## src/rtl/uart_pkg.sv

```systemverilog
// Shared UART definitions: frame FSM states, parity mode codes and a frame-length helper
// used by the transmitter, the receiver and their benches.
package uart_pkg;

  typedef enum logic [2:0] {
    ST_IDLE   = 3'd0,
    ST_START  = 3'd1,
    ST_DATA   = 3'd2,
    ST_PARITY = 3'd3,
    ST_STOP   = 3'd4
  } uart_state_e;

  localparam int PARITY_NONE = 0;
  localparam int PARITY_EVEN = 1;
  localparam int PARITY_ODD  = 2;

  // Whole frame in clk cycles: start + data + optional parity + stop bits.
  function automatic int frame_clks(input int data_bits, input int clks_per_bit,
                                    input int parity_mode, input int stop_bits);
    return clks_per_bit * (1 + data_bits + ((parity_mode != PARITY_NONE) ? 1 : 0) + stop_bits);
  endfunction

endpackage

```

## src/rtl/uart_baud_tick.sv

```systemverilog
// Bit-period timer: counts 0..CLKS_PER_BIT-1 while enabled and flags the last cycle of
// each bit with bit_end. clr restarts the count so a new bit period begins next cycle.
module uart_baud_tick #(
  parameter int CLKS_PER_BIT = 16
) (
  input  logic clk,
  input  logic prst_n,
  input  logic en,
  input  logic clr,
  output logic bit_end
);

  localparam int CW = (CLKS_PER_BIT > 1) ? $clog2(CLKS_PER_BIT) : 1;
  localparam logic [CW-1:0] LAST = CW'(CLKS_PER_BIT - 1);

  logic [CW-1:0] count;

  always_ff @(posedge clk or negedge prst_n) begin
    if (!prst_n) begin
      count <= '0;
    end else if (clr) begin
      count <= '0;
    end else if (en) begin
      count <= (count == LAST) ? '0 : count + CW'(1);
    end
  end

  // Not gated by clr: the transmitter needs bit_end to open tx_ready in the
  // same cycle a back-to-back accept is taken.
  assign bit_end = en && (count == LAST);

endmodule

```

## src/rtl/uart_tx_param.sv

```systemverilog
// Parametrised UART transmitter: valid/ready word input, start + LSB-first data +
// optional parity + 1..2 stop bits on a registered, idle-high serial line.
//
// Handshake: a word is accepted on a rising clk edge where tx_valid && tx_ready;
// tx_ready depends only on registered state, tx_valid may drop at any time, and
// tx_data is looked at only on the accepting edge.
module uart_tx_param
  import uart_pkg::*;
#(
  parameter int DATA_BITS    = 8,
  parameter int CLKS_PER_BIT = 16,
  parameter int PARITY_MODE  = 0,
  parameter int STOP_BITS    = 1
) (
  input  logic                 clk,
  input  logic                 prst_n,
  input  logic [DATA_BITS-1:0] tx_data,
  input  logic                 tx_valid,
  output logic                 tx_ready,
  output logic                 serial_out,
  output logic                 busy,
  output logic                 frame_done,
  output logic [2:0]           dbg_state
);

  localparam int IDX_W = $clog2(DATA_BITS + 1);
  localparam logic [IDX_W-1:0] LAST_IDX = IDX_W'(DATA_BITS - 1);
  localparam logic LAST_STOP = (STOP_BITS == 2);

  if (DATA_BITS < 5 || DATA_BITS > 9) begin : g_bad_data_bits
    $fatal(1, "uart_tx_param: DATA_BITS must be in 5..9");
  end
  if (CLKS_PER_BIT < 2) begin : g_bad_clks_per_bit
    $fatal(1, "uart_tx_param: CLKS_PER_BIT must be >= 2");
  end
  if (PARITY_MODE < 0 || PARITY_MODE > 2) begin : g_bad_parity_mode
    $fatal(1, "uart_tx_param: PARITY_MODE must be 0, 1 or 2");
  end
  if (STOP_BITS < 1 || STOP_BITS > 2) begin : g_bad_stop_bits
    $fatal(1, "uart_tx_param: STOP_BITS must be 1 or 2");
  end

  uart_state_e          state, state_d;
  logic [DATA_BITS-1:0] shreg, shreg_d;
  logic [IDX_W-1:0]     bit_idx, bit_idx_d;
  logic                 stop_idx, stop_idx_d;
  logic                 parity_bit, parity_d;
  logic                 serial_d;
  logic                 armed;
  logic                 bit_end;
  logic                 last_stop;
  logic                 accept;

  // armed keeps tx_ready low through reset and opens it on the first edge after release.
  assign last_stop  = (state == ST_STOP) && (stop_idx == LAST_STOP) && bit_end;
  assign tx_ready   = armed && ((state == ST_IDLE) || last_stop);
  assign accept     = tx_valid && tx_ready;
  assign busy       = (state != ST_IDLE);
  assign frame_done = last_stop;
  assign dbg_state  = state;

  uart_baud_tick #(
    .CLKS_PER_BIT(CLKS_PER_BIT)
  ) u_baud_tick (
    .clk     (clk),
    .prst_n  (prst_n),
    .en      (busy),
    .clr     (accept),
    .bit_end (bit_end)
  );

  // serial_d is the line level for whichever bit begins on the next edge.
  always_comb begin
    state_d    = state;
    shreg_d    = shreg;
    bit_idx_d  = bit_idx;
    stop_idx_d = stop_idx;
    parity_d   = parity_bit;
    serial_d   = serial_out;

    if (accept) begin
      state_d    = ST_START;
      shreg_d    = tx_data;
      parity_d   = (PARITY_MODE == PARITY_ODD) ? ~^tx_data : ^tx_data;
      bit_idx_d  = '0;
      stop_idx_d = 1'b0;
      serial_d   = 1'b0;
    end else if (bit_end) begin
      case (state)
        ST_IDLE: begin
          state_d = ST_IDLE;
        end
        ST_START: begin
          state_d  = ST_DATA;
          serial_d = shreg[0];
        end
        ST_DATA: begin
          if (bit_idx == LAST_IDX) begin
            if (PARITY_MODE != PARITY_NONE) begin
              state_d  = ST_PARITY;
              serial_d = parity_bit;
            end else begin
              state_d  = ST_STOP;
              serial_d = 1'b1;
            end
          end else begin
            bit_idx_d = bit_idx + IDX_W'(1);
            shreg_d   = shreg >> 1;
            serial_d  = shreg[1];
          end
        end
        ST_PARITY: begin
          state_d    = ST_STOP;
          stop_idx_d = 1'b0;
          serial_d   = 1'b1;
        end
        ST_STOP: begin
          serial_d = 1'b1;
          if (stop_idx == LAST_STOP) begin
            state_d    = ST_IDLE;
            stop_idx_d = 1'b0;
          end else begin
            stop_idx_d = 1'b1;
          end
        end
        default: begin
          state_d  = ST_IDLE;
          serial_d = 1'b1;
        end
      endcase
    end
  end

  always_ff @(posedge clk or negedge prst_n) begin
    if (!prst_n) begin
      state      <= ST_IDLE;
      shreg      <= '0;
      bit_idx    <= '0;
      stop_idx   <= 1'b0;
      parity_bit <= 1'b0;
      serial_out <= 1'b1;
      armed      <= 1'b0;
    end else begin
      state      <= state_d;
      shreg      <= shreg_d;
      bit_idx    <= bit_idx_d;
      stop_idx   <= stop_idx_d;
      parity_bit <= parity_d;
      serial_out <= serial_d;
      armed      <= 1'b1;
    end
  end

endmodule
```

## config.mk

```make
export PLATFORM = sky130hd
export DESIGN_NAME = uart_tx_param
export DESIGN_NICKNAME = d
export VERILOG_FILES = /design/src/rtl/uart_pkg.sv /design/src/rtl/uart_baud_tick.sv /design/src/rtl/uart_tx_param.sv
export SDC_FILE = /design/constraint.sdc
export NUM_CORES = 1
export LEC_CHECK = 0
export BUFFER_PORTS_ARGS = -buffer_cell sky130_fd_sc_hd__buf_2
export CAP_MARGIN = 30
export CORE_MARGIN = 3
export CORE_UTILIZATION = 54
export DETAILED_ROUTE_END_ITERATION = 8
export PLACE_DENSITY = 0.79
export RECOVER_POWER = 100
export SYNTH_ARGS = -nofsm -noshare
export SYNTH_HDL_FRONTEND = slang
export SYNTH_SLANG_ARGS = --single-unit
```

## constraint.sdc

```tcl
create_clock -name clk -period 1.98 [get_ports clk]
set_input_delay 0.099 -clock clk [delete_from_list [all_inputs] [get_ports clk]]
set_output_delay 0.099 -clock clk [all_outputs]
set_load 0.005 [all_outputs]
```

==> summary.json, run 1 <==
{
  "ys_types": {"value": 33},
  "pwr_density_cell": {"value": 628, "unit": "mW/mm2"},
  "path_max_fanout": {"value": 5},
  "clock-root-buffer": {"value": "clkbuf_4"},
  "multi_input_comb_area": {"value": 513, "unit": "um2"},
  "clock-skew-final": {"value": 21.6, "unit": "ps"},
  "syn_avg_cell_area": {"value": 10.2, "unit": "um2"},
  "max-cap-violations": {"value": 0},
  "finalHoldViolations": {"value": 0},
  "synth_seq_cells": {"value": 22},
  "clock_transition_at_the_registers_of_the_reported_paths": {"value": 130, "unit": "ps"},
  "timing.critical_path.buf_inv": {"value": 1},
  "final_layout_size_suffix_gt1_frac": {"value": 0.211},
  "dr_total_vias": {"value": 924},
  "critPathMaxStageDelay": {"value": 450, "unit": "ps"},
  "netlist_area": {"value": 0.00111, "unit": "mm2"},
  "totalNegativeSetupSlack": {"value": 0, "unit": "ps"},
  "rsz0062_at_grt": {"value": "no"},
  "design.core.area": {"value": 0.00184, "unit": "mm2"},
  "timing.final.crit_period": {"value": 1870, "unit": "ps"},
  "detailed_place.area": {"value": 0.00123, "unit": "mm2"},
  "tightest_slew": {"value": 1160, "unit": "ps"},
  "outcome": {"value": "complete, no violations"},
  "globalplace.congestion": {"value": 0.776},
  "crit_chain": {"value": "ha_1 > and4b_1 > and3_1 > o21a_1 > buf_2"},
  "startpoint_type": {"value": "flop"},
  "vdd_ir_max": {"value": 634, "unit": "uV"},
  "cp_data_required_time": {"value": 1880, "unit": "ps"},
  "cp-end-kind": {"value": "output pin"},
  "route.antenna.remaining_nets": {"value": 0},
  "areaGrowthSynthToFinish": {"value": 16.9, "unit": "%"},
  "detailedRoute.firstPassIterationCount": {"value": 4},
  "route.detailed.vias_per_inst": {"value": 5.85},
  "yosys_warnings": {"value": 0},
  "finalCritPeriodShare": {"value": 0.942},
  "grt_start_max_net_pins": {"value": 23},
  "clk_latency": {"value": 320, "unit": "ps"},
  "grt_antenna_before_repair": {"value": 0},
  "finalMaxSlewViolations": {"value": 0},
  "die_w": {"value": 51.4, "unit": "um"},
  "gates_resized_cts_repair": {"value": 0},
  "cts_post_setup_buffers_inserted": {"value": 0},
  "worst-endpoint-arrival": {"value": 1770, "unit": "ps"},
  "placementRows": {"value": 15},
  "initial_utilization": {"value": 0.605},
  "reg2regPathDepth": {"value": 6},
  "critical-path-top-delay-family": {"value": "flip-flops"},
  "yosysSeqAreaShare": {"value": 0.496},
  "grt_first_pass_wirelength": {"value": 4.15, "unit": "mm"},
  "nets": {"value": 147},
  "cp_num_cells": {"value": 5},
  "worst_slew_margin_rel": {"value": 0.228},
  "floorplan.die.height": {"value": 51.4, "unit": "um"},
  "crit_path_top_delay_cell": {"value": "dfrtp_1"},
  "synth_top_flop_cell": {"value": "dfrtp_1"},
  "ant_cells": {"value": 0},
  "drt-total-wl": {"value": 2.38, "unit": "mm"},
  "numCtsBuffers": {"value": 3},
  "htree_num_levels": {"value": 1},
  "fin_area": {"value": 0.00130, "unit": "mm2"},
  "grt_pass1_vias": {"value": 928},
  "final-setup-viol-count": {"value": 0},
  "gr-usage-all-layers": {"value": 0.213},
  "regArea": {"value": 552, "unit": "um2"},
  "tritoncts": {"value": "yes"},
  "cts-root-to-sink-buffers": {"value": 2},
  "critical_setup_path_class": {"value": "flop to output pin"},
  "cts.sinks": {"value": 22},
  "synth_nets": {"value": 122},
  "wl_per_cell": {"value": 15.1, "unit": "um"},
  "synthArstFlopShare": {"value": 1.00},
  "place.port_buffers": {"value": 17},
  "design.portCount": {"value": 18},
  "min_path_type": {"value": "primary input to flop"},
  "synthCells": {"value": 109},
  "max_freq": {"value": 536, "unit": "MHz"},
  "hold_path_depth": {"value": 2},
  "floorplan.die_area": {"value": 0.00264, "unit": "mm2"},
  "n_fill_cell": {"value": 160},
  "total_gr_overflow": {"value": 0},
  "count_of_flip_flops_with_a_built_in_enable_after_synthesis": {"value": 0},
  "dpl.hpwl": {"value": 1.68, "unit": "mm"},
  "number_of_remaining_drc_errors": {"value": 0},
  "p_leak": {"value": 0.643, "unit": "nW"},
  "number_of_design_rule_violations_left_by_the_first_detailed_router_iteration": {"value": 47}
}
==> worst paths after layout <==
check	start	slack (ps)	to
hold / removal	tx_data[0]	20	shreg[0]
min in group asynchronous	prst_n	530	u_baud_tick.count[3]
setup reg to reg	u_baud_tick.count[0]	130	shreg[7]
max in group asynchronous	prst_n	740	dbg_state[0]
setup / recovery	u_baud_tick.count[0]	110	tx_ready
hold reg to reg	shreg[6]	510	shreg[5]
==> registers in the layout, indices dropped and copies added (netlist names) <==
name	cells
stop_idx	1
dbg_state	3
armed	1
shreg	8
u_baud_tick.count	4
serial_out	1
bit_idx	4
==> placed cells by master (no fill, tap or decap), types with 3 or more instances in the layout <==
| master | count |
|---|---|
| and3_1 | 4 |
| o21ai_0 | 6 |
| clkbuf_1 | 3 |
| nor2_1 | 12 |
| buf_2 | 15 |
| nand3_1 | 4 |
| nand2_1 | 8 |
| dfrtp_1 | 21 |
| mux2i_1 | 6 |
| a21oi_1 | 11 |
| dlygate4sd3_1 | 3 |
| inv_1 | 4 |
| clkbuf_4 | 3 |
==> power by group <==
| part | internal, mW | switching, mW | leakage (nW) |
|---|---|---|---|
| clock | 0.205 | 0.136 | 0.0279 |
| combinational | 0.0107 | 0.0127 | 0.338 |
| sequential | 0.450 | 0.00133 | 0.276 |
==> metrics by stage <==
step                worst slack (ps)  hold slack, ps  instances  utilization  total power, mW
floorplan                        303            -197        109            -            0.461
global placement                 271            86.1        151        0.670            0.480
detailed placement               210            88.7        151        0.670            0.480
CTS                              106            5.60        158        0.715            0.828
global route                    38.6            12.7        158        0.707            0.848
finish                           114            15.8        158        0.707            0.816
==> metal layers <==
metal,part of all wire,vias up,wire length [um],track usage
met5,0,-,0,0
met4,0.018,0,43,0.0786
met3,0.068,7,161,0.0729
met2,0.49,28,1160,0.333
met1,0.43,440,1020,0.271
li1,-,449,-,-
==> cell usage after synthesis, drive strengths merged, types with 2 or more instances <==
library cell | count | area [um2]
ha | 2 | 25.0
a221o | 2 | 20.0
inv | 4 | 15.0
nor2 | 12 | 45.0
nand3 | 4 | 20.0
and3 | 5 | 32.5
nand2 | 8 | 30.0
buf | 4 | 26.3
a21oi | 11 | 55.1
xor2 | 2 | 17.5
o211ai | 2 | 20.0
nand4 | 2 | 12.5
o21ai | 6 | 30.0
o21a | 2 | 15.0
a31oi | 2 | 12.5
mux2i | 6 | 60.1
dfrtp | 21 | 526
a41oi | 2 | 17.5
nor3b | 2 | 26.3
nor3 | 2 | 15.0
==> cell families after synthesis <==
| family | Yosys count | share of synthesized area |
|---|---|---|
| DFF | 22 | 0.496 |
| and+or+nand+nor | 37 | 0.178 |
| muxes | 7 | 0.0641 |
| xor gates and xnor gates | 2 | 0.0158 |
| other | 1 | 0.00337 |
| buffers and inverters | 8 | 0.0371 |
| AOI/OAI and AO/OA | 30 | 0.183 |
| adders and majority gates | 2 | 0.0225 |
==> cell type report <==
type | count | share of cell area
clock inverters | 1 | 0.0231
clock buffers | 3 | 0.0173
repair buffers | 24 | 0.105
flip-flops and latches | 22 | 0.424
multi-input cells | 79 | 0.395
inverters | 4 | 0.0115
well taps | 25 | 0.0241
==> worst reg2reg max path, cell delays in order (launching register included) <==
cell	delay [ps]
dfrtp_1	450
ha_1	270
and4b_1	250
o2111ai_1	360
buf_4	250
nand3_1	100
nand2_1	100
==> timing repair <==
action                                  4_1_cts  5_1_grt
hold buffers                                  3        0
endpoints found under the setup margin        0        0
hold endpoints to repair                     23        0
Note: power is estimated with default switching activity, not from simulation.
==> run 2, diff against run 1 <==
- CAP_MARGIN: 30 -> not set
- CORE_UTILIZATION: 54 -> 45
- PLACE_DENSITY: 0.79 -> 0.68
==> run 2 against run 1 <==
Against the previous run: total power shrank 11%; register-to-register slack gained 40 ps; clock power shrank 26%; sequential cell count is the same; via count shrank 3.5%; critical path type unchanged; highest routed layer unchanged.
==> summary.json, run 2 (synthesized netlist as in run 1, its figures left out) <==
{
  "outcome": {"value": "complete, no violations"},
  "crit_chain": {"value": "ha_1 > and4b_1 > and3_1 > o21a_1 > buf_2"},
  "placementRows": {"value": 17, "change": "+2"},
  "gr-usage-all-layers": {"value": 0.161, "change": "-0.0520"},
  "tightest_slew": {"value": 1180, "unit": "ps", "change": "+19.4 ps"},
  "final-setup-viol-count": {"value": 0, "change": "unchanged"},
  "total_gr_overflow": {"value": 0, "change": "unchanged"},
  "worst-r2r-setup-slack": {"value": 170, "unit": "ps", "change": "+40 ps"},
  "place.port_buffers": {"value": 17, "change": "unchanged"},
  "cts-root-to-sink-buffers": {"value": 2, "change": "unchanged"},
  "place.detailed.instances": {"value": 154, "change": "+2.0%"},
  "grt_start_max_net_pins": {"value": 23, "change": "unchanged"},
  "tritoncts": {"value": "yes"},
  "design.portCount": {"value": 18, "change": "unchanged"},
  "largest_reg_flops": {"value": 8, "change": "unchanged"},
  "critical_path.endpoint": {"value": "tx_ready"},
  "layout_commonest_cell": {"value": "dfrtp_1"},
  "worst-endpoint-arrival": {"value": 1720, "unit": "ps", "change": "-50 ps"},
  "crit_start": {"value": "u_baud_tick.count[0]"},
  "globalplace.congestion": {"value": 0.825, "change": "+6.2%"},
  "cp_data_required_time": {"value": 1880, "unit": "ps", "change": "about the same"},
  "max_freq": {"value": 549, "unit": "MHz", "change": "+2.5%"},
  "clock-root-buffer": {"value": "clkbuf_4"},
  "rsz0062_at_grt": {"value": "no"},
  "numCtsBuffers": {"value": 3, "change": "unchanged"},
  "cp-end-kind": {"value": "output pin"},
  "route.antenna.remaining_nets": {"value": 0, "change": "unchanged"},
  "final_cell_count_no_fill": {"value": 160, "change": "+1.3%"},
  "worst_slew_margin_rel": {"value": 0.215, "change": "-0.0130"},
  "largestRegisters": {"value": "shreg: 8 flops, bit_idx: 4 flops, u_baud_tick.count: 4 flops"},
  "floorplan.die_area": {"value": 0.00310, "unit": "mm2", "change": "+18%"},
  "grt_first_pass_wirelength": {"value": 4.02, "unit": "mm", "change": "-3.3%"},
  "areaGrowthSynthToFinish": {"value": 14.4, "unit": "%"},
  "number_of_remaining_drc_errors": {"value": 0, "change": "unchanged"},
  "p_leak": {"value": 0.625, "unit": "nW", "change": "-2.7%"},
  "path_max_fanout": {"value": 5, "change": "unchanged"},
  "startpoint_type": {"value": "flop"},
  "nets": {"value": 146, "change": "-0.68%"},
  "finalMaxSlewViolations": {"value": 0, "change": "unchanged"},
  "clock-skew-final": {"value": 7.55, "unit": "ps", "change": "-14.1 ps"},
  "grt_pass1_vias": {"value": 918, "change": "-1.1%"},
  "pwr_density_cell": {"value": 571, "unit": "mW/mm2", "change": "-9.1%"},
  "clk_latency": {"value": 320, "unit": "ps", "change": "about the same"},
  "critical_setup_path_class": {"value": "flop to output pin"},
  "totalNegativeSetupSlack": {"value": 0, "unit": "ps", "change": "unchanged"},
  "finalHoldViolations": {"value": 0, "change": "unchanged"},
  "min_path_type": {"value": "primary input to flop"},
  "top_register": {"value": "shreg"},
  "ant_cells": {"value": 0, "change": "unchanged"},
  "die_w": {"value": 55.7, "unit": "um", "change": "+8.4%"},
  "vdd_ir_max": {"value": 373, "unit": "uV", "change": "-41%"},
  "dpl.hpwl": {"value": 1.68, "unit": "mm", "change": "+0.50%"},
  "critPathMaxStageDelay": {"value": 440, "unit": "ps", "change": "about the same"},
  "htree_num_levels": {"value": 1, "change": "unchanged"},
  "floorplan.die.height": {"value": 55.7, "unit": "um", "change": "+8.4%"},
  "drt-total-wl": {"value": 2.27, "unit": "mm", "change": "-4.7%"},
  "wl_per_cell": {"value": 14.2, "unit": "um", "change": "-5.8%"},
  "gates_resized_cts_repair": {"value": 0, "change": "unchanged"},
  "regToRegEndpoint": {"value": "dbg_state[1]"},
  "final.hold.worst_slack": {"value": 9.68, "unit": "ps", "change": "-6.08 ps"},
  "timing.final.crit_period": {"value": 1820, "unit": "ps", "change": "-44.8 ps"},
  "most-common-layout-cells": {"value": "dfrtp_1, buf_2, nor2_1, a21oi_1, nand2_1"},
  "r2r_start": {"value": "u_baud_tick.count[0]"},
  "max-cap-violations": {"value": 0, "change": "unchanged"},
  "crit_path_top_delay_cell": {"value": "dfrtp_1"},
  "final_layout_size_suffix_gt1_frac": {"value": 0.197, "change": "-0.0136"},
  "number_of_design_rule_violations_left_by_the_first_detailed_router_iteration": {"value": 19, "change": "-60%"},
  "clock_transition_at_the_registers_of_the_reported_paths": {"value": 130, "unit": "ps", "change": "about the same"},
  "finalCritPeriodShare": {"value": 0.920, "change": "-0.0226"},
  "dr_total_vias": {"value": 892, "change": "-3.5%"},
  "grt_antenna_before_repair": {"value": 0, "change": "unchanged"},
  "initial_utilization": {"value": 0.489, "change": "-0.116"},
  "cts.sinks": {"value": 22, "change": "unchanged"},
  "route.detailed.vias_per_inst": {"value": 5.58, "change": "-4.7%"},
  "design.core.area": {"value": 0.00228, "unit": "mm2", "change": "+24%"},
  "detailedRoute.firstPassIterationCount": {"value": 4, "change": "unchanged"},
  "reg2regPathDepth": {"value": 5, "change": "-1"}
}
-- run 2: cell count changes in the layout (fill, tap and decap cells not counted) --
cell and change:
buf_4 -1, bufinv_16 -1, clkbuf_1 +2, clkbuf_2 -1
clkbuf_8 +1, dlygate4sd3_1 -1
-- run 2: where the power goes --
part	internal [mW]	switching [mW]
clock network	0.112	0.140
logic	0.00936	0.0124
registers	0.450	0.00119
-- run 2: worst min-delay path by stage --
stage          startpoint  endpoint  slack (ps)  cells after the start
2_1_floorplan      prst_n     armed        -200                      0
3_3_place_gp       prst_n  stop_idx          90                      1
3_5_place_dp       prst_n  stop_idx         100                      1
4_1_cts        tx_data[0]  shreg[0]          10                      2
5_1_grt        tx_data[0]  shreg[0]           9                      2
6_report       tx_data[0]  shreg[0]          10                      2
-- run 2: per-stage QoR --
step	utilization	area (um2)	setup WS [ps]	power [mW]
floorplan	-	1110	303	0.461
CTS	0.568	1290	138	0.736
detailed placement	0.543	1240	169	0.480
global route	0.559	1270	53.8	0.761
finish	0.559	1270	159	0.726
global placement	0.543	1240	231	0.480
-- run 2: worst max-delay path, delay by kind of cell, from the launching register on --
kind            cells  cell delay (ps)
flops               1              440
simple gates        2              440
fa+ha+maj           1              250
compound gates      1              160
buf+inv             1              120
-- run 2: what timing repair did --
action | CTS | global route
hold endpoints to repair | 22 | 0
buffers inserted | 0 | 0
hold buffers | 2 | 0
-- run 2: cell type report --
class	instances	area, um2
well taps	28	35.0
inverters	4	15.0
clock buffers	4	36.3
multi-input cells	79	513
repair buffers	23	121
flip-flops and latches	22	552
fillers	212	1000
-- run 2: per-layer routing --
metal	GRT usage	up-vias	wire length, um
met3	0.0325	9	102
li1	-	441	-
met1	0.215	419	1030
met5	0	-	0
met4	0.0729	0	65
met2	0.250	23	1080
